File: src/rtl/nvic_arb.sv
// Nested interrupt arbiter: edge/strobe-driven pending and enable registers,
// fixed-priority winner selection with strict preemption, and a bounded
// stack of active handlers driven by ack/eoi from the core.
module nvic_arb #(
   parameter int unsigned NUM_IRQ    = 8,
   parameter int unsigned PRIO_BITS  = 2,
   parameter int unsigned NEST_DEPTH = 4,
   localparam int unsigned ID_W      = (NUM_IRQ > 1) ? $clog2(NUM_IRQ) : 1
) (
   input  logic                           clk,
   input  logic                           rst,
   input  logic [NUM_IRQ-1:0]             irq_in,
   input  logic [NUM_IRQ-1:0]             en_set,
   input  logic [NUM_IRQ-1:0]             en_clr,
   input  logic [NUM_IRQ-1:0]             pend_set,
   input  logic [NUM_IRQ-1:0]             pend_clr,
   input  logic [NUM_IRQ*PRIO_BITS-1:0]   prio_in,
   input  logic                           irq_ack,
   input  logic                           irq_eoi,
   output logic                           irq_req,
   output logic [ID_W-1:0]                irq_id,
   output logic [PRIO_BITS-1:0]           irq_prio,
   output logic                           active,
   output logic [ID_W-1:0]                active_id,
   output logic [NUM_IRQ-1:0]             enable_q,
   output logic [NUM_IRQ-1:0]             pending_q
);

   localparam int unsigned LVL_W = $clog2(NEST_DEPTH + 1);
   localparam int unsigned STK_N = 1 << LVL_W;

   typedef enum logic {
      ST_IDLE   = 1'b0,
      ST_ACTIVE = 1'b1
   } state_e;

   state_e                 state_q, state_d;
   logic [LVL_W-1:0]       level_q, level_d;
   logic [ID_W-1:0]        cur_id_q, cur_id_d;
   logic [PRIO_BITS-1:0]   cur_prio_q, cur_prio_d;
   logic [NUM_IRQ-1:0]     act_mask_q, act_mask_d;
   logic [ID_W-1:0]        stk_id_q   [STK_N];
   logic [ID_W-1:0]        stk_id_d   [STK_N];
   logic [PRIO_BITS-1:0]   stk_prio_q [STK_N];
   logic [PRIO_BITS-1:0]   stk_prio_d [STK_N];
   logic [NUM_IRQ-1:0]     irq_q;
   logic [NUM_IRQ-1:0]     en_q, en_d;
   logic [NUM_IRQ-1:0]     pend_q, pend_d;
   logic                   req_q, req_d;
   logic [ID_W-1:0]        id_q, id_d;
   logic [PRIO_BITS-1:0]   prio_q, prio_d;

   logic [NUM_IRQ-1:0]     cand;
   logic                   win_found;
   logic [ID_W-1:0]        win_id;
   logic [PRIO_BITS-1:0]   win_prio;
   logic                   offer_ok;
   logic                   ack_ok;
   logic                   eoi_ok;
   logic [NUM_IRQ-1:0]     ack_mask;
   logic [NUM_IRQ-1:0]     cur_mask;

   // Accepted handshakes; an eoi in the same cycle always suppresses the ack
   assign ack_ok = irq_ack & req_q & ~irq_eoi;
   assign eoi_ok = irq_eoi & (state_q == ST_ACTIVE);

   // Pick the most urgent eligible line, lowest index on equal priority
   always_comb begin
      cand      = pend_q & en_q & ~act_mask_q;
      win_found = 1'b0;
      win_id    = '0;
      win_prio  = '0;
      for (int i = 0; i < NUM_IRQ; i++) begin
         if (cand[i] && (!win_found || (prio_in[i*PRIO_BITS +: PRIO_BITS] < win_prio))) begin
            win_found = 1'b1;
            win_id    = ID_W'(i);
            win_prio  = prio_in[i*PRIO_BITS +: PRIO_BITS];
         end
      end
      offer_ok = win_found &&
                 ((state_q == ST_IDLE) ||
                  ((win_prio < cur_prio_q) && (level_q < LVL_W'(NEST_DEPTH))));
   end

   // One-hot masks for the offered line and the innermost active line
   always_comb begin
      ack_mask = '0;
      cur_mask = '0;
      for (int i = 0; i < NUM_IRQ; i++) begin
         ack_mask[i] = ack_ok && (id_q == ID_W'(i));
         cur_mask[i] = (cur_id_q == ID_W'(i));
      end
   end

   // Enable and pending updates; set sources dominate for pending, clear for enable
   always_comb begin
      en_d   = (en_q | en_set) & ~en_clr;
      pend_d = (pend_q & ~(pend_clr | ack_mask)) | pend_set | (irq_in & ~irq_q);
   end

   // Handler nesting FSM plus registered offer outputs
   always_comb begin
      state_d    = state_q;
      level_d    = level_q;
      cur_id_d   = cur_id_q;
      cur_prio_d = cur_prio_q;
      act_mask_d = act_mask_q;
      stk_id_d   = stk_id_q;
      stk_prio_d = stk_prio_q;
      req_d      = offer_ok & ~ack_ok & ~eoi_ok;
      id_d       = req_d ? win_id : '0;
      prio_d     = req_d ? win_prio : '0;

      case (state_q)
         ST_IDLE: begin
            if (ack_ok) begin
               state_d    = ST_ACTIVE;
               level_d    = LVL_W'(1);
               cur_id_d   = id_q;
               cur_prio_d = prio_q;
               act_mask_d = act_mask_q | ack_mask;
            end
         end
         ST_ACTIVE: begin
            if (eoi_ok) begin
               act_mask_d = act_mask_q & ~cur_mask;
               level_d    = level_q - LVL_W'(1);
               if (level_q == LVL_W'(1)) begin
                  state_d    = ST_IDLE;
                  cur_id_d   = '0;
                  cur_prio_d = '0;
               end else begin
                  cur_id_d   = stk_id_q[LVL_W'(level_q - LVL_W'(2))];
                  cur_prio_d = stk_prio_q[LVL_W'(level_q - LVL_W'(2))];
               end
            end else if (ack_ok) begin
               stk_id_d[LVL_W'(level_q - LVL_W'(1))]   = cur_id_q;
               stk_prio_d[LVL_W'(level_q - LVL_W'(1))] = cur_prio_q;
               cur_id_d   = id_q;
               cur_prio_d = prio_q;
               level_d    = level_q + LVL_W'(1);
               act_mask_d = act_mask_q | ack_mask;
            end
         end
         default: state_d = ST_IDLE;
      endcase
   end

   // State registers; reset discards any in-flight handler stack
   always_ff @(posedge clk or negedge rst) begin
      if (!rst) begin
         state_q    <= ST_IDLE;
         level_q    <= '0;
         cur_id_q   <= '0;
         cur_prio_q <= '0;
         act_mask_q <= '0;
         for (int i = 0; i < STK_N; i++) begin
            stk_id_q[i]   <= '0;
            stk_prio_q[i] <= '0;
         end
         irq_q      <= '0;
         en_q       <= '0;
         pend_q     <= '0;
         req_q      <= 1'b0;
         id_q       <= '0;
         prio_q     <= '0;
      end else begin
         state_q    <= state_d;
         level_q    <= level_d;
         cur_id_q   <= cur_id_d;
         cur_prio_q <= cur_prio_d;
         act_mask_q <= act_mask_d;
         stk_id_q   <= stk_id_d;
         stk_prio_q <= stk_prio_d;
         irq_q      <= irq_in;
         en_q       <= en_d;
         pend_q     <= pend_d;
         req_q      <= req_d;
         id_q       <= id_d;
         prio_q     <= prio_d;
      end
   end

   assign irq_req   = req_q;
   assign irq_id    = id_q;
   assign irq_prio  = prio_q;
   assign active    = (state_q == ST_ACTIVE);
   assign active_id = cur_id_q;
   assign enable_q  = en_q;
   assign pending_q = pend_q;

endmodule

File: config.mk
export PLATFORM = sky130hd
export DESIGN_NAME = nvic_arb
export DESIGN_NICKNAME = d
export VERILOG_FILES = /design/src/rtl/nvic_arb.sv
export SDC_FILE = /design/constraint.sdc
export NUM_CORES = 1
export LEC_CHECK = 0
export CORE_AREA = 10 10 134 136
export DETAILED_ROUTE_END_ITERATION = 16
export DIE_AREA = 0 0 144 146
export SYNTH_ARGS = -nofsm -noshare
export SYNTH_HDL_FRONTEND = slang
export SYNTH_SLANG_ARGS = --single-unit
File: constraint.sdc
create_clock -name clk -period 10.4 [get_ports clk]
set_input_delay 2.08 -clock clk [delete_from_list [all_inputs] [get_ports clk]]
set_output_delay 2.08 -clock clk [all_outputs]
set_load 0.005 [all_outputs]
; Word-level counts from Yosys, hierarchy flattened
; Index checks and enable logic that the tools add are counted.
[word_totals]
inputBits = 60
regBits = 87
ramBits = 0
n_memories = 0
wordCells = 179
out_inout_bits = 26
romBits = 0
latchBits = 0
[classes]
n_bitwise = 27
eq_ne = 17
mul = 0
mux = 56
shift = 0
reduce_logical = 37
add_sub_neg = 3
n_lt_le_gt_ge = 12
n_div = 0
[op_table]
columns = operator, count
row1 = bitwise AND 8 bit, 6
row2 = two-way mux 3 bit, 15
row3 = NOT 8 bit, 5
row4 = OR 8 bit, 5
row5 = two-way mux 2 bit, 16
row6 = bitwise mux 24 bit, 1
row7 = "equality test 3 bit, second input constant", 8
row8 = logical AND 1 bit, 18
row9 = bitwise mux 16 bit, 1
row10 = < comparator 2 bit, 8
row11 = two-way mux 8 bit, 2
row12 = one-hot mux 8 bit (2 select lines), 1
row13 = "equality test 3 x 2 -> 1 bit, second input constant", 4
row14 = two-way mux 1 bit, 12
row15 = one-hot mux 3 bit (2 select lines), 2
row16 = binary-select mux 3 bit (select 3 bit), 1
row17 = demux 3 bit (select 3 bit), 1
row18 = "equality test 3 x 1 -> 1 bit, second input constant", 3
row19 = ">= comparator 4 bit, second input constant", 2
row20 = logical OR 1 bit, 8
row21 = NOT 3 -> 4 bit, 2
row22 = logical NOT 1 bit, 7
row23 = binary-select mux 2 bit (select 3 bit), 1
row24 = demux 2 bit (select 3 bit), 1
row25 = 14 further kinds, 22

; Logic depth before layout (Yosys ltp)
; Gate-level depths: netlist of run 1.
[logic_depth]
depth_word = 38
mapped_depth = 42
ltp_nobuf = 42

; Worst setup path before layout of run 1
; Ideal clock, no wire load.
[synth_timing]
kind = input -> register
start = input prio_in[1]
end = register prio_q[1] (netlist: irq_prio[1])
cell_stages = 39
t_arrival_ns = 9.369
setup_ns = 0.118
path_buffers = 0
slack_ns = 0.913
required_time_ns = 10.282
path_cell_list = nand2_1 ha_1 a21oi_1 o21a_1 a21oi_1 ha_1 nor2_1 a21oi_1 nor2_1 a21o_1 mux2i_1 inv_1 ha_1 or2_1 a21oi_1 o21a_1 a21oi_1 ha_1 (+3 left out) a211oi_1 or2_1 ha_1 nand2_1 o21a_1 o31a_1 ha_1 o41ai_1 mux2_2 ha_1 nor2_1 o21bai_1 a21boi_1 mux2i_2 ha_1 nand2_1 o2111ai_1 and2b_1
[synth_via]
elab_chain_len = 36
elab_cells_between_ends = 49
classes_between = order compare: 8 / mux: 16 / bitwise: 2 / reduce/logical: 23
[synth_rtl]
columns = element, line
row1 = from (decl), 17  ; input logic [NUM_IRQ*PRIO_BITS-1:0] prio_in,
row2 = two-way mux 2 bit *, 74  ; if (cand[i] && (!win_found || (prio_in[i*PRIO_BITS +: PRIO_BITS] < win_prio))) begin
row3 = < comparator 2 bit, 74
row4 = logical OR 1 bit, 74
row5 = logical AND 1 bit, 74
row6 = two-way mux 2 bit / two-way mux 1 bit (equally long branches), 74
row7 = < comparator 2 bit / logical NOT 1 bit (equally long branches), 74
row8 = logical OR 1 bit, 74
row9 = logical AND 1 bit, 74
row10 = (+20 left out), -
row11 = two-way mux 2 bit, 74
row12 = < comparator 2 bit, 82  ; ((win_prio < cur_prio_q) && (level_q < LVL_W'(NEST_DEPTH))));
row13 = logical AND 1 bit, 82
row14 = logical OR 1 bit, 81  ; ((state_q == ST_IDLE) ||
row15 = logical AND 1 bit, 80  ; offer_ok = win_found &&
row16 = bitwise AND 1 bit (2 in series), 110  ; req_d = offer_ok & ~ack_ok & ~eoi_ok;
row17 = two-way mux 2 bit *, 112  ; prio_d = req_d ? win_prio : '0;
row18 = via prio_d[1], 51  ; logic [PRIO_BITS-1:0] prio_q, prio_d;
row19 = to (signal assigned), 180  ; prio_q <= prio_d;
row20 = to (decl), 51
; Mark *: on every way through the listed nets, which the timed path passes. The rest lies on a longest branch.
; A chain may end at the register's enable or synchronous reset.

; Worst setup path after layout of run 1
[layout_timing]
start = input prio_in[1]
end = register id_q[0] (netlist: irq_id[0])
[layout_via]
elab_chain_len = 36
elab_cells_between_ends = 56
classes_between = order compare: 8 / mux: 23 / bitwise: 2 / reduce/logical: 23
[layout_rtl]
columns = element, line
row1 = two-way mux 2 bit *, 74
row2 = < comparator 2 bit, 74
row3 = logical OR 1 bit, 74
row4 = logical AND 1 bit, 74
row5 = two-way mux 2 bit / two-way mux 1 bit (equally long branches), 74
row6 = < comparator 2 bit / logical NOT 1 bit (equally long branches), 74
row7 = logical OR 1 bit, 74
row8 = logical AND 1 bit, 74
row9 = (+20 left out), -
row10 = two-way mux 2 bit, 74
row11 = < comparator 2 bit, 82
row12 = logical AND 1 bit, 82
row13 = logical OR 1 bit, 81
row14 = logical AND 1 bit, 80
row15 = bitwise AND 1 bit (2 in series), 110
row16 = two-way mux 3 bit *, 111  ; id_d = req_d ? win_id : '0;
row17 = via id_d[0], 50  ; logic [ID_W-1:0] id_q, id_d;
row18 = to (signal assigned), 179  ; id_q <= id_d;
row19 = to (decl), 50
; Marks and branches as above.

==> metrics.csv, run 1 <==
metric,value,unit
synth_top_flop_cell,dfrtp_1,
clockBufferDepth,2,
die_w,144,um
rows,46,
firstDrtPassIters,6,
root_buffer,clkbuf_16,
hpwl,9000,um
drtIter0Drc,221,
yosys_warnings,0,
io_buffer_count,85,
cp_data_required_time,10.66,ns
syn_inst,414,
pin_count,86,
stdcell_count,698,
drv_cap,0,
seq_area_frac_synth,0.488,
cp-startpoint,prio_in[1],
cts.reportedPaths.clkPinSlew,0.06,ns
cts_buffers,9,
total_power,1.30,mW
drive_above_1_share,0.178,
hold_buffers,0,
tightestPinTransition,1.07,ns
end_kind,flop,
worstPathArrival,10.21,ns
crit_slowest_cell,clkdlybuf4s50_1,
initial_utilization,0.288,
place_congestion,0.818,
fin_crit_sh,0.956,
fin_skew,0.00672,ns
synth_edf_count,0,
p_leak,2.64,nW
syn-num-nets,485,
setup_viol,0,
syn_area,4470,sq um
htreeDepth,3,
setup-tns-final,0,ns
grt_start_max_net_pins,87,
final_antenna_net_count,0,
p_per_area,221,nW/um^2
ys_types,55,
dieHeight,146,um
crit_type,input port to flop,
relSlewSlack,0.287,
hold_path_class,flop to flop,
reg2reg_from,enable_q[0],
syn_to_final_growth,31.9,%
drt-total-wl,12000,um
n_antenna_cell,0,
cts_tree,yes,
dpl_worst_slack,-0.232,ns
setup_slack,0.455,ns
whs,0.481,ns
syn_area_per_cell,10.8,sq um
coreArea,15500,sq um
grt_pass1_wl,19300,um
worstHoldStart,stk_id_q[6],
cts_num_sinks,87,
grt_pass1_vias,3699,
synth.ff_latch_count,87,
post-place-cells,679,
drc_errors,0,
antenna_found_initial,0,
synthArstFlopShare,1.00,
cpMostUsedCell,ha_1,
min_period,9.94,ns
crit_fanout,4,
max-vdd-ir-drop,0.0000847,V
critPathMaxStageDelay,0.45,ns
track_usage,0.115,
vias,3510,
startpoint_type,input port,
max_freq,101,MHz
finalHoldViolations,0,
die_area,21000,sq um
status,"complete, no violations",
overflow,0,
layout.nets,572,
avgRoutedWirePerCell,17.2,um
clock_latency,0.34,ns
routed_via_density,5.03,
drv_slew,0,
worst max-delay path: cells and delay by family:
| family | cells | cell delay [ns] |
|---|---|---|
| buf+inv | 3 | 0.71 |
| mux | 3 | 0.94 |
| fa+ha+maj | 8 | 2.09 |
| simple gates | 10 | 1.31 |
| compound gates | 17 | 3.07 |
stage by stage:
| stage | utilization | area [sq um] |
|---|---|---|
| floorplan | - | 4470 |
| global placement | 0.357 | 5520 |
| detailed placement | 0.357 | 5520 |
| CTS | 0.376 | 5820 |
| global route | 0.380 | 5890 |
| finish | 0.380 | 5890 |
logic make-up (layout without fill, tap and decap cells):
kind of cell / after synthesis / after routing / synth area share
xor+xnor: 2 / 2 / 0.00392
compound gates: 82 / 82 / 0.121
mux: 54 / 54 / 0.161
fa+ha+maj: 11 / 11 / 0.0308
flops: 87 / 87 / 0.488
buf+inv: 35 / 127 / 0.0294
simple gates: 143 / 143 / 0.166
repair_timing:
action                     4_1_cts  5_1_grt
setup endpoints to repair        0        6
gates resized for setup          0       12
buffers inserted                 0        3
Yosys cell counts, types with 9 or more instances:
master / number / area (sq um)
a21oi_1: 23 / 115
nand3b_1: 11 / 82.6
mux2_2: 36 / 405
nand2b_1: 9 / 56.3
nand2_1: 39 / 146
dfrtp_1: 87 / 2180
mux4_2: 10 / 225
ha_1: 11 / 138
inv_1: 18 / 67.6
nor2_1: 39 / 146
nand3_1: 13 / 65.1
o21ai_0: 17 / 85.1
clkbuf_1: 15 / 56.3
flip-flops by register name (all words and copies together), names as in the netlist:
register	count
irq_prio	2
active	1
level_q	3
pending_q	8
stk_prio_q	16
irq_req	1
cur_prio_q	2
irq_q	8
active_id	3
irq_id	3
stk_id_q	24
act_mask_q	8
enable_q	8
cell type report:
class,count,area (sq um)
clock buffer,12,246
clock inverter,4,45.0
fill,1467,9590
inverter,19,71.3
multi-input combinational,292,2210
sequential,87,2180
tap,192,240
timing repair buffer,92,901
placed cells by master, fill, tap and decap left out, types with 7 or more instances in the layout:
cell type        synthesis  layout
nand2_1                 39      39
clkbuf_16                0       9
mux4_2                  10      10
nand3_1                 13      13
nand3b_1                11      11
mux2_2                  36      36
ha_1                    11      11
nand2b_1                 9       9
nor3_1                   8       7
inv_1                   18      18
dfrtp_1                 87      87
a21oi_1                 23      22
clkdlybuf4s50_1          0      84
buf_4                    0       8
nor2_1                  39      37
o21ai_0                 17      16
metal layers:
metal / part of all wire / track usage / up-vias
met3: 0.040 / 0.0228 / 19
li1: - / - / 1659
met5: 0 / 0 / -
met4: 0.021 / 0.0460 / 0
met1: 0.41 / 0.134 / 1755
met2: 0.53 / 0.199 / 77
path summary, 6_finish.rpt:
path	to	slack, ns	cells after the start
worst max-delay path	irq_id[0]	0.46	41
worst min-delay path	stk_id_q[6]	0.48	1
worst max register to register	irq_id[0]	1.93	41
worst min register to register	stk_id_q[6]	0.48	1
max in group asynchronous	stk_id_q[0]	7.68	2
min in group asynchronous	stk_prio_q[6]	1.51	1
report_power, final:
group          total, mW  switching, mW  leakage [nW]  internal, mW
registers          0.547          0.123          1.12         0.423
logic              0.436          0.199          1.38         0.237
clock network      0.317          0.125         0.146         0.192
Power figures use the tool's default switching activity.
==> run 2, diff against run 1 <==
--- a/config.mk
+++ b/config.mk
@@ -5,9 +5,10 @@
 export SDC_FILE = /design/constraint.sdc
 export NUM_CORES = 1
 export LEC_CHECK = 0
-export CORE_AREA = 10 10 134 136
+export CORE_AREA = 5 5 129 131
 export DETAILED_ROUTE_END_ITERATION = 16
-export DIE_AREA = 0 0 144 146
+export DIE_AREA = 0 0 134 136
+export PLACE_DENSITY = 0.49
 export SYNTH_ARGS = -nofsm -noshare
 export SYNTH_HDL_FRONTEND = slang
 export SYNTH_SLANG_ARGS = --single-unit
==> run 2 against run 1 <==
  * Via count shrank 2.0%
  * Combinational power shrank 1%
  * Sequential cell count is the same
  * Utilization grew 0.11 points
  * Sequential share of layout area shrank 0.11 points
==> metrics.csv, run 2 (synthesized netlist as in run 1, its figures left out) <==
metric,value,unit
p_leak,2.64,nW
relSlewSlack,0.273,
routed_via_density,4.94,
largest-register,stk_id_q,
tightestPinTransition,1.08,ns
cts_tree,yes,
hold_path_class,flop to flop,
cts.reportedPaths.clkPinSlew,0.07,ns
firstDrtPassIters,4,
hpwl,8880,um
multi_input_area,2200,sq um
coreArea,15500,sq um
root_buffer,clkbuf_16,
max-vdd-ir-drop,0.0000868,V
overflow,0,
layout.nets,570,
drive_above_1_share,0.173,
rr_worst_depth,43,
crit_fanout,4,
drt-total-wl,12000,um
top_regs,"stk_id_q (24), stk_prio_q (16)",
post-place-cells,678,
layout_common_cells,"87 x dfrtp_1, 84 x clkdlybuf4s50_1, 39 x nand2_1",
antenna_found_initial,0,
track_usage,0.138,
min_period,9.87,ns
place_congestion,0.750,
grt_start_max_net_pins,51,
fin_skew,0.00794,ns
postPlaceCellArea,5520,sq um
r2r-end,irq_id[1],
pin_count,86,
io_buffer_count,85,
cpMostUsedCell,ha_1,
startpoint_type,input port,
p_per_area,226,nW/um^2
rsz0062_at_grt,no,
avgRoutedWirePerCell,17.2,um
drtIter0Drc,156,
design_area,5910,sq um
cts_num_sinks,87,
drc_errors,0,
vias,3439,
setup_viol,0,
largest_reg_flops,24,
crit_type,input port to flop,
fillCellCount,1487,
die_area,18200,sq um
status,"complete, no violations",
drv_slew,0,
cts_buffers,9,
worstHoldStart,stk_prio_q[15],
reg2reg_slack,1.98,ns
reg2reg_from,pending_q[0],
grt_pass1_wl,19500,um
htreeDepth,3,
final_common_cell,dfrtp_1,
stdcell_count,696,
finalHoldViolations,0,
end_kind,flop,
syn_to_final_growth,32.3,%
critPathMaxStageDelay,0.45,ns
n_antenna_cell,0,
worstHoldPathCells,2,
final_antenna_net_count,0,
initial_utilization,0.288,
grt_pass1_vias,3668,
drv_cap,0,
clockBufferDepth,2,
die_w,134,um
clock_latency,0.34,ns
rows,46,
dieHeight,136,um
fin_crit_sh,0.949,
max_freq,101,MHz
min_to,stk_prio_q[15],
worstPathArrival,10.14,ns
ff_latch_area,2180,sq um
cp_data_required_time,10.67,ns
crit_slowest_cell,clkdlybuf4s50_1,
## run 2: worst max path at each step
stage,start,to,slack [ns],cells past startpoint
CTS,prio_in[1],irq_id[1],0.03,42
finish,prio_in[1],irq_id[1],0.53,43
global route,prio_in[1],irq_id[2],0.04,43
floorplan,prio_in[1],irq_prio[1],0.91,39
detailed placement,prio_in[1],irq_id[1],-0.32,42
global placement,prio_in[1],irq_id[0],0.19,41
## run 2: final cells by class
type / instances / share of cell area
Clock buffer: 12 / 0.0434
Timing Repair Buffer: 90 / 0.150
Inverter: 19 / 0.0121
Sequential cell: 87 / 0.369
Tap cell: 192 / 0.0407
Clock inverter: 4 / 0.0129
Multi-Input combinational cell: 292 / 0.372
## run 2: per-stage QoR
step                      hold WS [ns]  TNS (ns)  total power [mW]  worst slack (ns)   util
after floorplan                  0.445         0             0.797             0.913      -
after global placement           0.463         0             0.963             0.187  0.356
after detailed placement         0.468     -1.48             0.975            -0.318  0.356
after CTS                        0.481         0              1.35            0.0298  0.378
after global routing             0.506         0              1.43            0.0418  0.382
final                            0.483         0              1.34             0.530  0.382
## run 2: per-layer routing
metal  wire [um]  vias up  GRT usage
li1            -     1654          -
met3         590       19     0.0389
met1        5360     1677      0.172
met5           0        -          0
met4         305        0     0.0503
met2        5700       89      0.228
## run 2: what timing repair did
| item | in CTS | in global routing |
|---|---|---|
| endpoints found under the setup margin | 0 | 6 |
| resized for setup | 0 | 10 |
| buffers inserted | 0 | 2 |
| hold buffers | 0 | 0 |
## run 2: report_power, final
group          switching (mW)  internal (mW)  leakage, nW
Sequential              0.122          0.423         1.12
Clock                   0.137          0.225        0.159
Combinational           0.195          0.235         1.36
Total                   0.455          0.882         2.64
## run 2: critical path, delay by kind of cell
kind	cells	cell delay, ns
mux	3	0.94
simple gates	11	1.38
buf+inv	3	0.71
fa+ha+maj	8	2.14
compound gates	18	2.90
==> run 3, diff against run 2 <==
--- a/config.mk
+++ b/config.mk
@@ -8,6 +8,7 @@
 export CORE_AREA = 5 5 129 131
 export DETAILED_ROUTE_END_ITERATION = 16
 export DIE_AREA = 0 0 134 136
+export GPL_TIMING_DRIVEN = 0
 export PLACE_DENSITY = 0.49
 export SYNTH_ARGS = -nofsm -noshare
 export SYNTH_HDL_FRONTEND = slang
==> run 3 against run 2 <==
  * Worst hold slack better by 0.0022 ns
  * Sequential power is 11% lower
  * Utilization hardly changed
  * First-iteration DRC count is 49% higher
  * Maximum frequency is 0.27% lower
  * Combinational power is 19% higher
  * Register-to-register slack better by 0.03 ns
  * Clock power is 20% lower
  * Largest cell class unchanged
  * Cell count is 1.7% higher
  * Design area hardly changed
  * Setup slack worse by 0.027 ns
==> metrics.csv, run 3 (synthesized netlist as in run 1, its figures left out) <==
metric,value,unit
status,"complete, no violations",
crit_type,input port to flop,
crit_fanout,6,
grt_pass1_wl,19300,um
firstDrtPassIters,6,
internal_power,0.827,mW
setup_slack,0.503,ns
drt-total-wl,12000,um
p_per_area,218,nW/um^2
vias,3485,
setup_viol,0,
htreeDepth,3,
busiest_layer,met2,
gr-usage-met2,0.231,
clkPwrFrac,0.224,
cts_tree,yes,
hold_path_class,flop to flop,
fin_skew,0.00926,ns
startpoint_type,input port,
p_leak,2.62,nW
coreArea,15500,sq um
largest-register,stk_id_q,
track_usage,0.134,
largest_reg_flops,24,
switching_power,0.460,mW
globalRouteMet1Util,0.164,
clockBufferDepth,2,
routed_via_density,4.92,
cts.reportedPaths.clkPinSlew,0.06,ns
comb_power_share,0.398,
drive_above_1_share,0.159,
dpl_worst_slack,-0.729,ns
final_antenna_net_count,0,
hpwl,9070,um
avgRoutedWirePerCell,16.9,um
n_antenna_cell,0,
final_common_cell,dfrtp_1,
place_congestion,0.807,
clock_latency,0.34,ns
cp_top_family,compound AO/OA/AOI/OAI gates,
grt_pass1_vias,3656,
drtIter0Drc,233,
min_period,9.90,ns
fin_util,0.381,
fin_crit_sh,0.952,
max_freq,101,MHz
dieHeight,136,um
grt_use_met3,0.0300,
drv_cap,0,
syn_to_final_growth,32.2,%
die_area,18200,sq um
crit_buf_inv,2,
layout.nets,584,
die_w,134,um
pin_count,86,
hold_buffers,0,
relSlewSlack,0.331,
end_kind,flop,
cts_num_sinks,87,
rows,46,
finalHoldViolations,0,
io_buffer_count,84,
total_power,1.29,mW
switching_share,0.358,
drv_slew,0,
design_area,5900,sq um
max-vdd-ir-drop,0.0000879,V
crit_slowest_cell,clkdlybuf4s50_1,
cp_data_required_time,10.68,ns
seqPwrFrac,0.378,
reg2reg_slack,2.01,ns
cpMostUsedCell,ha_1,
initial_utilization,0.288,
tightestPinTransition,0.996,ns
critPathMaxStageDelay,0.47,ns
postPlaceCellArea,5570,sq um
root_buffer,clkbuf_16,
layout_common_cells,"87 x dfrtp_1, 83 x clkdlybuf4s50_1, 39 x nand2_1",
overflow,0,
antenna_found_initial,0,
cts_buffers,9,
drc_errors,0,
grt_start_max_net_pins,62,
top_regs,"stk_id_q (24), stk_prio_q (16)",
worstPathArrival,10.18,ns
-- run 3: cell count changes in the layout (fill, tap and decap cells not counted), moves of 2 or more --
cell,previous run,this run
bufinv_16,2,0
buf_4,6,4
clkbuf_1,1,18
clkinv_2,0,2
clkbuf_8,2,0
-- run 3: stage by stage --
stage / hold WS (ns) / cells / setup TNS (ns)
after detailed placement: 0.474 / 691 / -3.57
after global placement: 0.463 / 690 / -3.16
after global routing: 0.497 / 708 / -0.0289
after floorplan: 0.445 / 414 / 0
after CTS: 0.489 / 705 / 0
final: 0.485 / 708 / 0
-- run 3: power groups by stage --
stage,Sequential (mW),Combinational (mW),Clock (mW)
floorplan,0.474,0.323,0
global placement,0.489,0.485,0
detailed placement,0.493,0.495,0
CTS,0.488,0.508,0.300
global route,0.500,0.565,0.312
finish,0.486,0.513,0.288
-- run 3: what timing repair did --
action,4_1_cts,5_1_grt
resized for setup,4,8
setup buffers,0,3
setup endpoints to repair,6,6
pin swaps,0,2
-- run 3: per-layer routing --
layer,wire length (um),vias up
li1,-,1689
met1,5160,1703
met2,5990,77
met3,594,16
met4,242,0
met5,0,-
-- run 3: worst paths after layout --
kind | start | end | cells past startpoint
min | stk_id_q[6] | stk_id_q[6] | 1
min reg2reg | stk_id_q[6] | stk_id_q[6] | 1
max reg2reg | act_mask_q[0] | irq_prio[1] | 40
max | prio_in[1] | irq_prio[1] | 40
min in group asynchronous | rst | stk_id_q[16] | 1
max in group asynchronous | rst | irq_q[2] | 2
-- run 3: area by class of cell --
| class | count | area [sq um] |
|---|---|---|
| fillers | 1501 | 9580 |
| multi-input cells | 292 | 2220 |
| flip-flops and latches | 87 | 2180 |
| repair buffers | 88 | 888 |
| well taps | 192 | 240 |
| clock buffers | 12 | 236 |
| inverters | 19 | 71.3 |
| plain buffers | 16 | 60.1 |
| clock inverters | 2 | 10.0 |
==> edit 1 (flow settings as in run 2) <==
Set the parameter `NEST_DEPTH` to 2 (it was 4).
--- a/src/rtl/nvic_arb.sv
+++ b/src/rtl/nvic_arb.sv
@@ -4,7 +4,7 @@
 module nvic_arb #(
    parameter int unsigned NUM_IRQ    = 8,
    parameter int unsigned PRIO_BITS  = 2,
-   parameter int unsigned NEST_DEPTH = 4,
+   parameter int unsigned NEST_DEPTH = 2,
    localparam int unsigned ID_W      = (NUM_IRQ > 1) ? $clog2(NUM_IRQ) : 1
 ) (
    input  logic                           clk,
Function: changed (a bounded check fails within 10 cycles, from zero or initial values and one cycle with rst low).
==> edit 1 against run 2 <==
  * Synthesized area down 22%
  * Final area fell by 16%
  * Hold slack worse by 0.0020 ns
  * Critical path depth unchanged
  * Global-route usage down 2.6 points
  * Largest power group unchanged
  * Power decreased by 17%
  * Combinational power down 10%
  * Routed wire length decreased by 18%
  * Setup slack lost 0.079 ns
  * Sequential cell count is 21 lower
==> edit 1: results (changes against run 2) <==
grt:
  grt_util_met3_pct: 3.812  # -0.074 points
  grt_pass1_wl_um: 15810  # -19%
  grt_max_degree: 67  # +31%
  grt_pass1_vias: 3095  # -16%
  grt_use_met2_pct: 19.57  # -3.2 points
  met1_usage_pct: 13.04  # -4.2 points
  track_usage_pct: 11.16  # -2.6 points
run_status:
  outcome: "finished clean"
worst_setup_path:
  crit_arrival_ns: 10.17  # +0.03 ns
  worstReg2RegStart: "enable_q[0]"
  r2r_slack_ns: 1.94  # -0.04 ns
finish:
  finalNetCount: 514  # -9.8%
  multi_input_area_share_pct: 36.15  # -1.1 points
  nMultiInputCombCells: 254  # -13%
  seq_area_share_pct: 33.34  # -3.5 points
  largest_reg_flops: 12  # -50%
  clkCellAreaFrac_pct: 6.163  # +0.53 points
  antenna_cells: 0  # unchanged
  n_fill_cell: 1588  # +6.8%
  nClkBuffers: 10  # -2
  drive_above_1_share_pct: 16.37  # -0.89 points
  n_all_buffers: 92  # +2.2%
  buf_share_pct: 18.14  # +3.1 points
  inv_count: 18  # -1
placement:
  routabilityCongestion: 0.8767  # +17%
  dp_cells: 617  # -9.0%
  hpwl_um: 7471  # -16%
  pre_cts_ws_ns: -0.01832  # +0.2998 ns
yosys:
  yosys_warnings: 0  # unchanged
  synthTopCellsByCount: "66 x dfrtp_1, 44 x nand2_1, 34 x nor2_1, 26 x a21oi_1, 20 x o21ai_0"
  async_flop_share_pct: 100.0  # unchanged
  synthCells: 343  # -17%
  ys_types: 51  # -7.3%
  syn-num-nets: 416  # -14%
  ys_seq_area_share_pct: 47.14  # -1.6 points
  synth_area_leaders: "dfrtp_1 47%, mux2_2 5.5%, nand2_1 4.7%"
drt:
  dr.max_layer_used: "met4"
  drtIter0Drc: 175  # +12%
  first_pass_iters: 5  # +1
  drt-met1-wl_um: 4289  # -20%
  wl_met3_um: 459  # -22%
  viasPerCell: 4.475  # -9.4%
  routed-wl-met2_um: 4932  # -14%
  wl_per_cell_um: 15.33  # -11%
  wirelength_um: 9781  # -18%
power:
  p_leak_nw: 2.171  # -18%
  peakVddDrop_mv: 0.09683  # +12%
  power.switching_w: 0.0003755  # -17%
clock_tree:
  clkSinkCount: 66  # -24%
  clkLatencyLatePin_ns: 0.34  # about the same
  postCtsSetupBuffers: 0  # unchanged
worst_hold_path:
  min_from: "stk_prio_q[1]"
timing:
  clock_skew_ns: 0.004385  # -0.003556 ns
  hold-worst-slack_ns: 0.4806  # -0.001988 ns
  max_slew.worst_pin.slew_ns: 0.8661  # -0.2162 ns
  finalCritPeriodShare_pct: 95.66  # +0.76 points
edit 1: changes by cell type after synthesis, moves of 4 or more:
cell / run 2 / this run
a211oi_1: 7 / 1
clkbuf_1: 15 / 4
nand2_1: 39 / 44
nor2_1: 39 / 34
mux4_2: 10 / 5
dfrtp_1: 87 / 66
mux2i_1: 4 / 0
mux2_2: 36 / 17
edit 1: logic make-up (layout without fill, tap and decap cells):
family | count (synthesis) | in the layout | share of synthesized area, %
and+or+nand+nor | 134 | 134 | 19.93
AOI/OAI and AO/OA | 82 | 82 | 15.64
DFF | 66 | 66 | 47.14
muxes | 25 | 25 | 10.18
buffers and inverters | 23 | 126 | 2.464
adders and majority gates | 13 | 13 | 4.643
edit 1: final timing paths:
kind / end / cells after the start
min reg2reg: stk_prio_q[1] / 2
min: stk_prio_q[1] / 2
max: irq_id[2] / 43
max in group asynchronous: pending_q[6] / 2
min in group asynchronous: stk_prio_q[6] / 2
max reg2reg: irq_id[2] / 43
edit 1: power groups by stage:
stage | registers, W | logic, W | clock network [W]
global route | 0.000422 | 0.000431 | 0.000333
finish | 0.000408 | 0.000386 | 0.000310
detailed placement | 0.000414 | 0.000370 | 0
CTS | 0.000409 | 0.000374 | 0.000322
global placement | 0.000414 | 0.000363 | 0
floorplan | 0.000372 | 0.000266 | 0
edit 1: per-stage QoR:
step	cell area [um^2]	power, W	utilization, %
detailed placement	4586	0.0007838	29.62
finish	4954	0.001105	31.99
CTS	4891	0.001105	31.59
global route	4954	0.001185	31.99
global placement	4586	0.0007772	29.62
floorplan	3503	0.0006383	-
edit 1: critical path, delay by kind of cell:
family / cells / cell delay [ns]
buffers and inverters: 4 / 0.76
AO/OA/AOI/OAI: 16 / 2.57
AND/OR/NAND/NOR: 12 / 1.84
multiplexers: 3 / 0.89
adder cells (fa/ha/maj): 8 / 2.00
==> edit 2 (flow settings as in run 2) <==
Without the edit above. Put one more register stage on the output `irq_id`, with the module's reset. The value now appears one clock later. The other outputs are not delayed to match.
--- a/src/rtl/nvic_arb.sv
+++ b/src/rtl/nvic_arb.sv
@@ -182,7 +182,13 @@
    end
 
    assign irq_req   = req_q;
-   assign irq_id    = id_q;
+   always_ff @(posedge clk or negedge rst) begin
+      if (!rst) begin
+         irq_id <= '0;
+      end else begin
+         irq_id <= id_q;
+      end
+   end
    assign irq_prio  = prio_q;
    assign active    = (state_q == ST_ACTIVE);
    assign active_id = cur_id_q;
Check against the original RTL: not equivalent (a bounded check fails within 4 cycles, from zero or initial values and one cycle with rst low).
==> edit 2 against run 2 <==
  * Clock power fell by 9.7%
  * Final area increased by 1.9%
  * Maximum frequency grew 0.42%
  * Non-clock buffer count shrank 2
  * Setup slack improved by 0.041 ns
  * Power is 1.9% lower
  * Critical path depth stayed put
  * Routed wire length increased by 2.2%
  * Sequential cell count increased by 3
  * Synthesized area is 3.8% higher
  * Via count rose by 1.6%
  * Critical endpoint is now id_q[1]
  * Largest cell class unchanged
==> edit 2: results (changes against run 2) <==
power:
  p_leak_nw: 2.673  # +1.2%
  peakVddDrop_mv: 0.08197  # -5.6%
yosys:
  ys_seq_area_share_pct: 48.61  # -0.14 points
  avgSynthCellArea_um2: 11.03  # +2.3%
  syn-num-nets: 491  # +1.2%
  synthTopCellsByCount: "90 x dfrtp_1, 42 x nand2_1, 38 x mux2_2, 36 x nor2_1, 23 x a21oi_1"
  synth_area_leaders: "dfrtp_1 49%, mux2_2 9.2%, mux4_2 4.9%"
  ys_types: 62  # +13%
drt:
  wl_per_cell_um: 17.47  # +1.7%
  viasPerCell: 4.993  # +1.0%
  drtIter0Drc: 181  # +16%
grt:
  grt_pass1_wl_um: 19940  # +2.2%
  grt_pass1_vias: 3728  # +1.6%
  track_usage_pct: 14.15  # +0.39 points
finish:
  n_fill_cell: 1473  # -0.94%
  drive_above_1_share_pct: 19.29  # +2.0 points
  finalNetCount: 575  # +0.88%
placement:
  hpwl_um: 9216  # +3.8%
  routabilityCongestion: 0.7812  # +4.2%
  dp_cells: 683  # +0.74%
worst_setup_path:
  crit_fanout: 6  # +2
  crit_arrival_ns: 10.09  # -0.05 ns
run_status:
  outcome: "finished clean"
timing:
  max_slew.worst_pin.slew_ns: 1.094  # +0.01124 ns
  clock_skew_ns: 0.01169  # +0.003750 ns
edit 2: per-stage QoR:
stage	area (um^2)	utilization [%]	setup TNS, ns	worst slack (ns)	hold slack, ns
2_1_floorplan	4633	-	0	1.170	0.3519
3_3_place_gp	5672	36.63	0	0.3399	0.4636
3_5_place_dp	5672	36.63	0	0.01464	0.4873
4_1_cts	5959	38.49	0	0.3486	0.5026
5_1_grt	6018	38.87	-0.01168	-0.01168	0.5145
6_report	6018	38.87	0	0.5712	0.5017
edit 2: final timing paths:
check / startpoint / endpoint / slack (ns) / depth (start not counted)
setup / recovery: prio_in[1] / id_q[1] / 0.57 / 43
hold / removal: stk_id_q[16] / stk_id_q[16] / 0.50 / 1
setup reg to reg: enable_q[0] / id_q[1] / 2.03 / 43
hold reg to reg: stk_id_q[16] / stk_id_q[16] / 0.50 / 1
max in group asynchronous: rst / act_mask_q[2] / 7.63 / 2
min in group asynchronous: rst / irq_q[6] / 1.72 / 1
edit 2: layout make-up:
type	instances	area, um^2	share of cell area [%]
sequential	90	2252	37.42
multi-input combinational	295	2292	38.09
clock inverter	2	37.54	0.6237
timing repair buffer	88	870.8	14.47
clock buffer	13	250.2	4.158
tap	192	240.2	3.992
inverter	20	75.07	1.247
edit 2: cell families (layout without fill, tap and decap cells):
family,count (synthesis),count (layout),share of synthesized area (%)
AND/OR/NAND/NOR,141,141,16.26
flip-flops,90,90,48.61
adder cells (fa/ha/maj),11,11,2.971
XOR/XNOR,2,2,0.3781
multiplexers,57,57,16.34
buffers and inverters,35,123,2.862
AO/OA/AOI/OAI,84,84,12.59
edit 2: critical path, delay by kind of cell:
family          cells  cell delay, ns
compound gates     17            2.66
fa+ha+maj           8            2.08
simple gates       12            1.69
mux                 3            0.97
buf+inv             3            0.56
edit 2: power breakdown:
part	total (W)	internal, W	switching (W)
Clock	0.000327	0.000192	0.000135
Combinational	0.000445	0.000234	0.000211
Sequential	0.000540	0.000431	0.000109
Total	0.00131	0.000857	0.000455
edit 2: repair_timing:
item                       in CTS  in global routing
resized for setup               0                 10
setup endpoints to repair       0                  6
buffers inserted                0                  2
edit 2: per-layer routing:
metal	vias up	routed length (um)	GRT usage [%]
li1	1673	-	-
met4	0	241	5.543
met3	18	507	2.776
met2	79	6195	24.23
met1	1725	5282	17.65
met5	-	0	0
